--- src/rtl/uart_pkg.sv ---
// Shared types for the UART transmit path.
// Frame states, data width and per-byte line configuration.
package uart_pkg;

  localparam int UART_DATA_BITS = 8;

  typedef enum logic [2:0] {
    IDLE,
    START,
    DATA,
    PARITY,
    STOP1,
    STOP2
  } state_t;

  typedef struct packed {
    logic parity_en;
    logic parity_odd;
    logic two_stop;
  } cfg_t;

endpackage

--- src/rtl/uart_tx_serializer.sv ---
// UART transmit serializer: one-entry holding buffer feeding a
// start/data/parity/stop shifter advanced by baud_tick.
module uart_tx_serializer
  import uart_pkg::*;
#(
  parameter int DATA_BITS = UART_DATA_BITS
) (
  input  logic                 clk,
  input  logic                 rst,
  input  logic                 baud_tick,
  input  logic [DATA_BITS-1:0] tx_data,
  input  logic                 tx_valid,
  output logic                 tx_ready,
  input  logic                 parity_en,
  input  logic                 parity_odd,
  input  logic                 two_stop,
  output logic                 txd,
  output logic                 busy
);

  localparam int IW = $clog2(DATA_BITS);
  localparam logic [IW-1:0] LAST = IW'(DATA_BITS - 1);

  state_t               state, state_n;
  logic [DATA_BITS-1:0] buf_data;
  cfg_t                 buf_cfg;
  logic                 buf_full;
  logic [DATA_BITS-1:0] shifter, shifter_n;
  logic [IW-1:0]        idx, idx_n;
  logic                 par, par_n;
  logic                 f_par_en, f_par_en_n;
  logic                 f_two, f_two_n;
  logic                 txd_n;
  logic                 load;
  logic                 shift;
  logic                 frame_end;
  logic                 accept;

  assign tx_ready = !buf_full && !rst;
  assign accept   = tx_valid && tx_ready;

  always_ff @(posedge clk) begin
    if (rst) begin
      state <= IDLE;
    end else begin
      state <= state_n;
    end
  end

  always_comb begin
    state_n   = state;
    idx_n     = idx;
    load      = 1'b0;
    shift     = 1'b0;
    frame_end = 1'b0;
    if (baud_tick) begin
      case (state)
        IDLE: begin
          if (buf_full) begin
            load    = 1'b1;
            state_n = START;
          end
        end
        START: begin
          state_n = DATA;
          idx_n   = '0;
        end
        DATA: begin
          shift = 1'b1;
          if (idx == LAST) begin
            idx_n   = '0;
            state_n = f_par_en ? PARITY : STOP1;
          end else begin
            idx_n = idx + 1'b1;
          end
        end
        PARITY: state_n = STOP1;
        STOP1: begin
          if (f_two) state_n = STOP2;
          else       frame_end = 1'b1;
        end
        STOP2:   frame_end = 1'b1;
        default: state_n = IDLE;
      endcase
    end
    // Refilled buffer chains straight into the next start bit.
    if (frame_end) begin
      if (buf_full) begin
        load    = 1'b1;
        state_n = START;
      end else begin
        state_n = IDLE;
      end
    end
  end

  always_comb begin
    shifter_n  = shifter;
    par_n      = par;
    f_par_en_n = f_par_en;
    f_two_n    = f_two;
    if (load) begin
      shifter_n  = buf_data;
      par_n      = (^buf_data) ^ buf_cfg.parity_odd;
      f_par_en_n = buf_cfg.parity_en;
      f_two_n    = buf_cfg.two_stop;
    end else if (shift) begin
      shifter_n = shifter >> 1;
    end
    case (state_n)
      START:   txd_n = 1'b0;
      DATA:    txd_n = shifter_n[0];
      PARITY:  txd_n = par_n;
      default: txd_n = 1'b1;
    endcase
  end

  always_ff @(posedge clk) begin
    if (rst) begin
      buf_full <= 1'b0;
      buf_data <= '0;
      buf_cfg  <= '0;
      shifter  <= '0;
      idx      <= '0;
      par      <= 1'b0;
      f_par_en <= 1'b0;
      f_two    <= 1'b0;
      txd      <= 1'b1;
      busy     <= 1'b0;
    end else begin
      shifter  <= shifter_n;
      idx      <= idx_n;
      par      <= par_n;
      f_par_en <= f_par_en_n;
      f_two    <= f_two_n;
      txd      <= txd_n;
      busy     <= (state_n != IDLE);
      if (accept) begin
        buf_full <= 1'b1;
        buf_data <= tx_data;
        buf_cfg  <= '{parity_en, parity_odd, two_stop};
      end else if (load) begin
        buf_full <= 1'b0;
      end
    end
  end

endmodule

--- config.mk ---
export PLATFORM = sky130hd
export DESIGN_NAME = uart_tx_serializer
export DESIGN_NICKNAME = d
export VERILOG_FILES = /design/src/rtl/uart_pkg.sv /design/src/rtl/uart_tx_serializer.sv
export SDC_FILE = /design/constraint.sdc
export NUM_CORES = 1
export LEC_CHECK = 0
export CAP_MARGIN = 5
export CORE_MARGIN = 2
export CORE_UTILIZATION = 49
export DETAILED_ROUTE_END_ITERATION = 12
export PLACE_DENSITY = 0.74
export SLEW_MARGIN = 10
export SYNTH_ARGS = -nofsm -noshare
export SYNTH_HDL_FRONTEND = slang
export SYNTH_SLANG_ARGS = --single-unit
--- constraint.sdc ---
create_clock -name clk -period 1.6 [get_ports clk]
set_input_delay 0.24 -clock clk [delete_from_list [all_inputs] [get_ports clk]]
set_output_delay 0.24 -clock clk [all_outputs]
set_load 0.05 [all_outputs]
=== Yosys cells after proc, flatten, opt, wreduce, memory -nomap -nowiden ===
Index checks and enable logic that the tools add are counted.
Widths: inputs -> output; s select.

* Logic and storage cells: 62
* Output and inout bits: 3
* Register bits after elaboration: 31
* Input bits: 15

* Muxes and demuxes: 26
* Equal/unequal tests: 9
* Bitwise gates (word level): 1
* Add/subtract/negate cells: 1
* Reduce and logical (&&, ||, !) cells: 11

{| class="wikitable"
|+ Operators with widths
! cell !! number
|-
| $mux 3 || 7
|-
| $pmux 3 s6 || 1
|-
| $mux 8 || 2
|-
| $mux 1 || 13
|-
| $eq 3x2->1 const B || 4
|-
| $eq 3x3->1 const B || 3
|-
| $reduce_xor 8->1 || 1
|-
| $eq 3x1->1 const B || 2
|-
| $pmux 3 s2 || 1
|-
| $reduce_bool 2->1 || 3
|-
| $add 3x1->3 const B || 1
|-
| $logic_not 3->1 || 1
|-
| $pmux 1 s3 || 1
|-
| $reduce_bool 3->1 || 1
|-
| $logic_and 1x1->1 || 2
|-
| $logic_not 1->1 || 2
|-
| $pmux 1 s2 || 1
|-
| $reduce_and 2->1 || 1
|-
| $xor 1x1->1 || 1
|}

=== Depth between registers and ports, before layout ===
* Depth after elaboration: 7
* Gate-level depth with buffers: 7
* Mapped depth without buffers: 7

=== Worst setup path after synthesis ===
No wires, ideal clock.

* Path type: register -> register
* Start: register buf_full
* End: register buf_cfg[1] (netlist name)
* Clock period less this slack: 1761 ps
* Setup slack: -161 ps
* Setup time: 128 ps
* Cell stages (with the launch flop): 5
* Path buffers: 1
* Data required time: 1472 ps
* Data arrival time: 1633 ps
* Path through: dfxtp_1 > nor2_1 > and2_1 > clkbuf_1 > o21ai_1

* Cells in the longest elaborated chain, start to end: 3

{| class="wikitable"
|+ RTL lines
! item !! line !! text
|-
| start: declaration || uart_tx_serializer.sv:27 || <nowiki>logic buf_full;</nowiki>
|-
| start signal: assignment || uart_tx_serializer.sv:120 || <nowiki>buf_full <= 1'b0;</nowiki>
|-
| start signal: assignment || uart_tx_serializer.sv:139 || <nowiki>buf_full <= 1'b1;</nowiki>
|-
| start signal: assignment || uart_tx_serializer.sv:143 || <nowiki>buf_full <= 1'b0;</nowiki>
|-
| $logic_not 1->1 || uart_tx_serializer.sv:39 || <nowiki>assign tx_ready = !buf_full && !rst;</nowiki>
|-
| $logic_and 1x1->1 || uart_tx_serializer.sv:39 ||
|-
| net tx_ready || uart_tx_serializer.sv:13 || <nowiki>output logic tx_ready,</nowiki>
|-
| $logic_and 1x1->1 || uart_tx_serializer.sv:40 || <nowiki>assign accept = tx_valid && tx_ready;</nowiki>
|-
| end signal: assignment || uart_tx_serializer.sv:141 || <nowiki>buf_cfg <= '{parity_en, parity_odd, two_stop};</nowiki>
|-
| end: declaration || uart_tx_serializer.sv:26 || <nowiki>cfg_t buf_cfg;</nowiki>
|}

The timed path passes the listed nets, and every way through them passes these cells.
A chain may end at the register's enable or synchronous reset.

=== Worst setup path after layout ===
* Start: register idx[0]
* End: register txd

* Cells in the longest elaborated chain, start to end: 7

{| class="wikitable"
|+ RTL lines
! item !! line !! text
|-
| start: declaration || uart_tx_serializer.sv:29 || <nowiki>logic [IW-1:0] idx, idx_n;</nowiki>
|-
| start signal: assignment || uart_tx_serializer.sv:132 || <nowiki>idx <= idx_n;</nowiki>
|-
| $eq 3x3->1 (*) || uart_tx_serializer.sv:70 || <nowiki>if (idx == LAST) begin</nowiki>
|-
| $mux 3 (*) || uart_tx_serializer.sv:70 ||
|-
| $pmux 3 s6 (*) || uart_tx_serializer.sv:57 || <nowiki>case (state)</nowiki>
|-
| $mux 3 (*) || uart_tx_serializer.sv:56 || <nowiki>if (baud_tick) begin</nowiki>
|-
| $mux 3 (*) || uart_tx_serializer.sv:87 || <nowiki>if (frame_end) begin</nowiki>
|-
| $eq 3x2->1 or $eq 3x1->1 (tied branches) || uart_tx_serializer.sv:110 || <nowiki>case (state_n)</nowiki>
|-
| $pmux 1 s3 (*) || uart_tx_serializer.sv:110 ||
|-
| end signal: assignment || uart_tx_serializer.sv:136 || <nowiki>txd <= txd_n;</nowiki>
|-
| end: declaration || uart_tx_serializer.sv:17 || <nowiki>output logic txd,</nowiki>
|}

Every way passes the cells marked *; elsewhere a longest branch is shown, timed or not.

==> flow_summary.ini <==
[outcome]
status = finished, violations left
violations = DRC

[power]
p_leak_nw = 0.743
p_per_area_nw_per_um2 = 858
pwr-share-comb_pct = 22.7
switching_share_pct = 28.1
seq_power_share_pct = 51.5
switchingPower_w = 0.000467
ir_drop_uv = 774
intPower_w = 0.00119
finalPower_w = 0.00166
clockPowerShare_pct = 25.7

[clock_tree]
cts_made_buffers = 5
htree_levels = 2
worstSkewPairLatency_ns = 0.32
ctsRootBufferMaster = clkbuf_4
path_clk_slew_ns = 0.10
cts_tree = yes
cts.sinks = 31
cts.path.max_buffers = 2

[global_routing]
grt_pass1_wl_microns = 5550
track_usage_pct = 20.9
overflow = 0
grt_max_degree = 29
grt_antenna_before_repair = 0
grt_pass1_vias = 1249

[timing]
tightest_slew_ns = 0.273
rsz0062_at_grt = yes
fin_crit_ns = 1.60
hold_viol = 0
slew_violations = 0
fin_skew_ns = 0.0123
slew_headroom_pct = 81.8
max_freq_ghz = 0.627
period_share_pct = 99.7
finalSetupViolCount = 0

[layout]
n_antenna_cell = 0
final_nets = 223
area_growth_pct = 31.4
utilization_pct = 69.0
drive_above_1_share_pct = 23.2

[synthesis]
synth-seq-cells = 31
synth-adder-area-share_pct = 1.70
synth_top_family_by_area = simple AND/OR/NAND/NOR gates
synth.net_count = 189
synthCells = 172
syn_area_sq_um = 1470
synthFlopType = dfxtp_1
synth-edff-count = 0
synth.distinct_cells = 39
yosysSeqAreaShare_pct = 42.1
synth_compound_area_share_pct = 18.6
synth-xor-area-share_pct = 5.10
synthMuxAreaShare_pct = 2.04
yosysWarnings = 0
yosys.area_share.simple_pct = 25.4
synth_async_sr_flop_share_pct = 0
avgSynthCellArea_sq_um = 8.56

[setup_path]
crit_path_frequent_cell = ha_4
critPathBufInv = 0
worstSetupPathType = flop to flop
critical_path.top_delay_family = compound AO/OA/AOI/OAI gates
worstSetupStartpointType = flop
critPathRequiredTime_ns = 1.82
crit_arrival_ns = 1.81
crit_start = idx[0]
regToRegStartpoint = idx[0]
worstSetupEndpointType = flop
cp_max_fo = 3
cpMaxStageDelayCell = dfxtp_2
critical-path-max-stage-delay_ns = 0.35
cp_cell_sequence = ha_4 -> ha_4 -> nand3_2 -> nor3_1 -> o311a_1 -> nor4_2 -> o21ai_1

[place]
dp_hpwl_microns = 2300
gp_congestion = 0.932
io_buffers = 17

[floorplanning]
die-area_sq_um = 3460
io_pins = 18
initial_core_util_pct = 52.5
die_w_microns = 58.8
rows = 19
coreArea_sq_um = 2810
die_h_microns = 58.8

[routing]
firstDrtPassIters = 8
routed_wl_microns = 3170
via_count = 1286
drt_iter0_drc = 42
post-route-drc-count = 1
ant_nets = 0
vias_per_cell = 5.40
wl_per_cell_microns = 13.3

[min_path]
hp-class = input pin to flop
hold_start = tx_data[7]

[run]
maxCapViolCount = 0
cell usage in the layout (no fill, tap or decap), drive strengths merged, types with 2 or more instances in the layout:
master,instances
dfxtp,31
clkdlybuf4s50,14
nand3,2
ha,2
nand2,31
nor2,18
nor3,2
and2b,3
nand2b,12
o21ai,17
xnor2,5
mux2i,3
a22oi,3
buf,23
a21oi,4
inv,4
a311oi,6
nor2b,4
clkbuf,7
sequential cells by signal, indices dropped and copies added, names as in the netlist, 3 cells and up:
register	count
shifter	8
buf_data	8
buf_cfg	3
state	3
idx	3
per-stage QoR:
step           TNS, ns  cells  hold WS (ns)  setup slack (ns)  area, sq um
2_1_floorplan        0    172         0.348            0.0205         1480
3_3_place_gp    -0.810    228         0.450            -0.229         1790
3_5_place_dp     -1.89    228         0.457            -0.320         1790
4_1_cts              0    236         0.443           0.00172         1860
5_1_grt        -0.0641    238         0.468           -0.0641         1930
6_report             0    238         0.449           0.00428         1930
layer usage:
metal | global-route usage, % | vias to the layer above | part of all wire [%] | routed length, microns
met3 | 5.05 | 9 | 3.5 | 110
met4 | 8.44 | 0 | 2.1 | 65
met1 | 25.6 | 603 | 44 | 1410
met2 | 35.1 | 23 | 50 | 1580
li1 | - | 651 | - | -
met5 | 0 | - | 0 | 0
layout make-up:
| type | instances | area (sq um) |
|---|---|---|
| clock buffer | 7 | 45.0 |
| clock inverter | 1 | 5.00 |
| fill | 236 | 871 |
| inverter | 4 | 15.0 |
| multi-input combinational | 127 | 848 |
| sequential | 31 | 624 |
| tap | 31 | 38.8 |
| timing repair buffer | 37 | 358 |
path summary, 6_finish.rpt:
| check | slack, ns | endpoint | cells past startpoint |
|---|---|---|---|
| max | 0.004 | txd | 7 |
| min | 0.45 | buf_data[7] | 3 |
| max reg2reg | 0.004 | txd | 7 |
| min reg2reg | 0.47 | f_two | 2 |
Yosys cell counts, types with 2 or more instances:
library cell,number,area share [%]
nor2_1,18,4.6
nor3_1,2,0.68
xnor2_1,5,3.0
nand3_1,2,0.68
inv_2,2,0.51
nor2b_1,2,0.85
inv_1,2,0.51
dfxtp_1,31,42
buf_4,3,1.5
o21ai_0,3,1.0
ha_1,2,1.7
and2b_1,3,1.5
mux2i_1,3,2.0
clkbuf_1,4,1.0
o21ai_1,14,4.8
a21oi_1,4,1.4
nand2b_1,12,5.1
buf_2,2,0.68
a311oi_1,6,3.6
a22oi_1,3,1.5
nand2_1,31,7.9
power groups by stage:
| stage | clock network (W) | logic [W] | registers, W |
|---|---|---|---|
| finish | 0.000427 | 0.000377 | 0.000855 |
| global route | 0.000477 | 0.000407 | 0.000861 |
| CTS | 0.000434 | 0.000356 | 0.000853 |
| detailed placement | 0 | 0.000351 | 0.000871 |
| global placement | 0 | 0.000341 | 0.000868 |
| floorplan | 0 | 0.000209 | 0.000887 |
cells by family (layout without fill, tap and decap cells):
family,Yosys count,count (layout)
XOR/XNOR,7,7
multiplexers,3,3
AND/OR/NAND/NOR,77,77
buffers and inverters,14,49
flip-flops,31,31
AO/OA/AOI/OAI,38,38
adder cells (fa/ha/maj),2,2
worst register-to-register path, delay by kind of cell (launching register included):
| family | cells | cell delay (ns) |
|---|---|---|
| compound gates | 2 | 0.43 |
| fa+ha+maj | 2 | 0.33 |
| flops | 1 | 0.35 |
| simple gates | 3 | 0.38 |
what timing repair did:
action                     4_1_cts  5_1_grt
hold buffers                     0        0
setup buffers                    0        2
gates resized for setup          5       11
setup endpoints to repair        3        9
pin swaps                        2        2
No activity file was read; power rests on OpenSTA's default activity.
